**src/rtl/mips_multicycle_ctrl.sv**
```systemverilog
// Multicycle MIPS main control FSM: sequences the shared memory/ALU datapath with a mem_ready stall handshake.
// Optional feature macro ILLEGAL_TRAP_EN: unsupported opcodes trap into HALT and set the sticky illegal flag.
module mips_multicycle_ctrl #(
  parameter int OPW = 6,
  parameter int STW = 4
) (
  input  logic           CLK,
  input  logic           reset,
  input  logic [OPW-1:0] opcode,
  input  logic           zero,
  input  logic           mem_ready,
  output logic           IorD,
  output logic           MemWrite,
  output logic           IRWrite,
  output logic           RegDst,
  output logic           MemtoReg,
  output logic           RegWrite,
  output logic           ALUSrcA,
  output logic [1:0]     ALUSrcB,
  output logic [1:0]     ALUOp,
  output logic [1:0]     PCSrc,
  output logic           PCEn,
  output logic           instr_done,
  output logic           illegal,
  output logic [STW-1:0] state
);

  localparam logic [STW-1:0] S_IDLE    = STW'(0);
  localparam logic [STW-1:0] S_FETCH   = STW'(1);
  localparam logic [STW-1:0] S_DECODE  = STW'(2);
  localparam logic [STW-1:0] S_MEMADR  = STW'(3);
  localparam logic [STW-1:0] S_MEMRD   = STW'(4);
  localparam logic [STW-1:0] S_MEMWB   = STW'(5);
  localparam logic [STW-1:0] S_MEMWR   = STW'(6);
  localparam logic [STW-1:0] S_EXECUTE = STW'(7);
  localparam logic [STW-1:0] S_ALUWB   = STW'(8);
  localparam logic [STW-1:0] S_BRANCH  = STW'(9);
  localparam logic [STW-1:0] S_ADDIEX  = STW'(10);
  localparam logic [STW-1:0] S_ADDIWB  = STW'(11);
  localparam logic [STW-1:0] S_JUMP    = STW'(12);
  localparam logic [STW-1:0] S_HALT    = STW'(13);

  localparam logic [OPW-1:0] OP_RTYPE = OPW'(6'b000000);
  localparam logic [OPW-1:0] OP_LW    = OPW'(6'b100011);
  localparam logic [OPW-1:0] OP_SW    = OPW'(6'b101011);
  localparam logic [OPW-1:0] OP_BEQ   = OPW'(6'b000100);
  localparam logic [OPW-1:0] OP_ADDI  = OPW'(6'b001000);
  localparam logic [OPW-1:0] OP_J     = OPW'(6'b000010);

  logic [STW-1:0] next_state;
  logic           pc_write;
  logic           branch;

  always_ff @(posedge CLK) begin
    if (reset) state <= S_IDLE;
    else       state <= next_state;
  end

`ifdef ILLEGAL_TRAP_EN
  logic op_legal;

  always_comb begin
    op_legal = (opcode == OP_LW) || (opcode == OP_SW) || (opcode == OP_RTYPE) ||
               (opcode == OP_BEQ) || (opcode == OP_ADDI) || (opcode == OP_J);
  end

  // Sticky until reset; set on the same edge that enters HALT
  always_ff @(posedge CLK) begin
    if (reset)                              illegal <= 1'b0;
    else if (state == S_DECODE && !op_legal) illegal <= 1'b1;
  end
`else
  assign illegal = 1'b0;
`endif

  always_comb begin
    next_state = state;
    case (state)
      S_IDLE:   next_state = S_FETCH;
      S_FETCH:  if (mem_ready) next_state = S_DECODE;
      S_DECODE: begin
        case (opcode)
          OP_LW, OP_SW: next_state = S_MEMADR;
          OP_RTYPE:     next_state = S_EXECUTE;
          OP_BEQ:       next_state = S_BRANCH;
          OP_ADDI:      next_state = S_ADDIEX;
          OP_J:         next_state = S_JUMP;
`ifdef ILLEGAL_TRAP_EN
          default:      next_state = S_HALT;
`else
          default:      next_state = S_FETCH;
`endif
        endcase
      end
      S_MEMADR:  next_state = (opcode == OP_SW) ? S_MEMWR : S_MEMRD;
      S_MEMRD:   if (mem_ready) next_state = S_MEMWB;
      S_MEMWR:   if (mem_ready) next_state = S_FETCH;
      S_EXECUTE: next_state = S_ALUWB;
      S_ADDIEX:  next_state = S_ADDIWB;
      S_MEMWB, S_ALUWB, S_ADDIWB, S_BRANCH, S_JUMP: next_state = S_FETCH;
`ifdef ILLEGAL_TRAP_EN
      S_HALT:    next_state = S_HALT;
`endif
      default:   next_state = S_FETCH;
    endcase
  end

  always_comb begin
    IorD       = 1'b0;
    MemWrite   = 1'b0;
    IRWrite    = 1'b0;
    RegDst     = 1'b0;
    MemtoReg   = 1'b0;
    RegWrite   = 1'b0;
    ALUSrcA    = 1'b0;
    ALUSrcB    = 2'b00;
    ALUOp      = 2'b00;
    PCSrc      = 2'b00;
    pc_write   = 1'b0;
    branch     = 1'b0;
    instr_done = 1'b0;
    case (state)
      S_FETCH: begin
        ALUSrcB  = 2'b01;
        IRWrite  = mem_ready;
        pc_write = mem_ready;
      end
      S_DECODE:  ALUSrcB = 2'b11;
      S_MEMADR: begin
        ALUSrcA = 1'b1;
        ALUSrcB = 2'b10;
      end
      S_MEMRD:   IorD = 1'b1;
      S_MEMWB: begin
        MemtoReg   = 1'b1;
        RegWrite   = 1'b1;
        instr_done = 1'b1;
      end
      S_MEMWR: begin
        IorD       = 1'b1;
        MemWrite   = 1'b1;
        instr_done = mem_ready;
      end
      S_EXECUTE: begin
        ALUSrcA = 1'b1;
        ALUOp   = 2'b10;
      end
      S_ALUWB: begin
        RegDst     = 1'b1;
        RegWrite   = 1'b1;
        instr_done = 1'b1;
      end
      S_BRANCH: begin
        ALUSrcA    = 1'b1;
        ALUOp      = 2'b01;
        PCSrc      = 2'b01;
        branch     = 1'b1;
        instr_done = 1'b1;
      end
      S_ADDIEX: begin
        ALUSrcA = 1'b1;
        ALUSrcB = 2'b10;
      end
      S_ADDIWB: begin
        RegWrite   = 1'b1;
        instr_done = 1'b1;
      end
      S_JUMP: begin
        PCSrc      = 2'b10;
        pc_write   = 1'b1;
        instr_done = 1'b1;
      end
      default: ;
    endcase
  end

  assign PCEn = pc_write | (branch & zero);

endmodule

```
**config.mk**
```make
export PLATFORM = sky130hd
export DESIGN_NAME = mips_multicycle_ctrl
export DESIGN_NICKNAME = d
export VERILOG_FILES = /design/src/rtl/mips_multicycle_ctrl.sv
export SDC_FILE = /design/constraint.sdc
export NUM_CORES = 1
export LEC_CHECK = 0
export ABC_CLOCK_PERIOD_IN_PS = 1900
export CAP_MARGIN = 25
export CORE_AREA = 8 8 45 47
export DETAILED_ROUTE_END_ITERATION = 8
export DIE_AREA = 0 0 53 55
export DONT_BUFFER_PORTS = 1
export HOLD_SLACK_MARGIN = 0.1
export PLACE_DENSITY = 0.58
export SYNTH_ARGS = -nofsm -noshare
export SYNTH_HDL_FRONTEND = slang
export SYNTH_SLANG_ARGS = --single-unit
```
**constraint.sdc**
```tcl
create_clock -name CLK -period 1.9 [get_ports CLK]
set_input_delay 0.19 -clock CLK [delete_from_list [all_inputs] [get_ports CLK]]
set_output_delay 0.19 -clock CLK [all_outputs]
set_load 0.02 [all_outputs]
```
==> results of run 1 <==
-- power by group --
part | internal, mW | switching [mW]
combinational | 0.0516 | 0.0735
clock | 0.0704 | 0.0307
sequential | 0.0896 | 0.0127
total | 0.212 | 0.117
-- Yosys cell counts, types with 2 or more instances --
master and count:
o21ai_0 2, xor2_1 2, nand2b_1 2, mux2i_1 3
nor4_1 2, and3_1 3, inv_1 2, nand3_1 3
o22a_1 2, nor2_1 9, nor3_1 5, a21oi_1 4
dfxtp_1 4, nor2b_1 3, clkbuf_1 4, nand2_1 5
-- repair_timing --
action / 4_1_cts / 5_1_grt
hold buffers: 1 / 0
gates resized for setup: 0 / 0
hold endpoints to repair: 4 / 0
-- per-layer routing --
metal | vias up | part of all wire, % | global-route usage (%) | routed length (um)
li1 | 297 | - | - | -
met5 | - | 0 | 0 | 0
met3 | 0 | 11 | 4.011 | 173
met1 | 265 | 40 | 11.38 | 621
met2 | 19 | 48 | 17.38 | 745
met4 | 0 | 0 | 3.879 | 0
-- kinds of logic (layout without fill, tap and decap cells) --
kind of cell    Yosys count  count (layout)  synth area share [%]
mux                       3               3                 5.783
compound gates           19              19                 25.79
simple gates             38              38                 39.28
xor+xnor                  3               3                 5.061
other cells               1               1                0.7222
flops                     4               4                 15.42
buf+inv                   8              19                 7.952
-- stage by stage --
stage          instance area, um^2  std cells  util (%)  hold slack [ns]  setup WS [ns]
2_1_floorplan                519.2         76         -           0.2524         0.1830
3_3_place_gp                 603.1         99     43.58           0.2544         0.3356
3_5_place_dp                 603.1         99     43.58           0.2549         0.2921
4_1_cts                      635.6        103     45.93           0.1581         0.1745
5_1_grt                      635.6        103     45.93           0.1623        0.02121
6_report                     635.6        103     45.93           0.1585         0.1754
-- path summary, 6_finish.rpt --
| path | start | endpoint | slack (ns) | cells past startpoint |
|---|---|---|---|---|
| worst min-delay path | opcode[3] | state[2] | 0.16 | 2 |
| worst max register to register | state[0] | state[1] | 0.28 | 4 |
| worst min register to register | state[2] | state[0] | 0.80 | 4 |
| worst max-delay path | state[0] | PCEn | 0.18 | 4 |
-- area by class of cell --
type	count	area (um^2)	share of cell area, %
clock buffer	3	22.52	3.543
inverter	2	7.507	1.181
multi-input combinational	64	397.9	62.60
sequential	4	80.08	12.60
tap	16	20.02	3.150
timing repair buffer	14	107.6	16.93
==> flow_metrics.py, run 1 <==
metrics = {
    "run_status": {
        "status": "finished clean",
    },
    "floorplanning": {
        "start_util_pct": 37.52,
        "row_count": 14,
        "pin_count": 30,
        "die_y_um": 55,
        "die_x_um": 53,
        "die_area_mm2": 0.002915,
        "core_mm2": 0.001384,
    },
    "sta": {
        "timing_hold_violations_final": 0,
        "finalClockSkew_ns": 0.001020,
        "finalSetupTns_ns": 0,
        "period_needed_ns": 1.725,
        "setup_viol": 0,
        "fmax_ghz": 0.5799,
        "rsz0062_at_grt": "false",
        "finalCritPeriodShare_pct": 90.77,
        "drv_slew": 0,
    },
    "yosys": {
        "ys_warn_count": 0,
        "syn_inst": 76,
        "synth-main-ff-cell": "dfxtp_1",
        "ys_async_sr_fraction_pct": 0,
        "synth_cell_types": 37,
        "synth-seq-cells": 4,
        "synth_top_area_share_pct": 15.42,
        "synth.avg_cell_area_um2": 6.832,
        "netlist_area_um2": 519.2,
        "yosys-top-cells-area": "dfxtp_1 (15%), nor2_1 (6.5%), mux2i_1 (5.8%)",
        "synth_edf_count": 0,
        "yosys.area.top_type": "dfxtp_1",
        "ys_seq_area_share_pct": 15.42,
        "syn-num-nets": 86,
    },
    "worst_setup_path": {
        "critPathBufInv": 1,
        "crit_path_end_kind": "output pin",
        "path_class": "flip-flop to output pin",
        "crit_arrival_ns": 1.53,
        "cp_max_fo": 9,
        "critPathTopFamily": "flip-flops",
        "slowest_stage": "dfxtp_1",
        "slowest_delay_ns": 0.51,
        "crit_path_start_kind": "flip-flop",
        "cp.required_ns": 1.71,
        "crit_chain": "inv_1, nand2_1, nor2_1, a211o_1",
    },
    "drt": {
        "drt_first_pass_iters": 4,
        "vias": 581,
        "drc": 0,
        "wl_mm": 1.540,
        "avgViaCountPerCell": 5.641,
        "ant_nets": 0,
        "wl_per_cell_um": 14.95,
        "drt_iter0_drc": 11,
    },
    "finish": {
        "final_cell_mix": "buf_4 (13), nor2_1 (9), nand2_1 (5), nor3_1 (5)",
        "reg.largest.list": "state x4",
        "largest_reg_flops": 4,
        "final_nets": 99,
        "area_growth_syn_to_layout_pct": 22.41,
        "drive_gt1_share_pct": 20.69,
        "layout_commonest_cell": "buf_4",
        "fill_cells": 148,
        "largest-register": "state",
        "antenna_cells": 0,
    },
    "clock_network": {
        "root_buffer": "clkbuf_4",
        "clk_latency_ns": 0.23,
        "clk_pin_slew_ns": 0.04,
        "htree_levels": 1,
        "numCtsBuffers": 3,
        "cts_tree": "done",
        "cts_setup_buffers": 0,
        "cts_sinks": 4,
        "clk_path_buf_depth": 2,
    },
    "global_route": {
        "grt_pass1_wl_mm": 2.339,
        "grt_start_max_net_pins": 19,
        "antenna_found_initial": 0,
        "grt_pass1_vias": 521,
        "track_usage_pct": 10.27,
        "grt_overflow": 0,
    },
    "pwr": {
        "ir_drop_v": 0.0002163,
        "p_leak_nw": 0.2566,
        "total_power_uw": 328.5,
        "powerDensity_mw_per_mm2": 516.8,
    },
    "flow_run": {
        "max_cap_violations": 0,
    },
    "placement": {
        "place_congestion": 0.8895,
        "dp_hpwl_mm": 1.245,
        "io_buffers": 0,
    },
    "hold_path": {
        "hp-class": "primary input to flip-flop",
    },
}
No activity file was read; power rests on OpenSTA's default activity.
==> inputs of run 2 (changes only) <==
CAP_MARGIN = 10   (was 25)
==> results of run 2 <==
No change in the layout: final DEF, timing and power equal those of run 1.
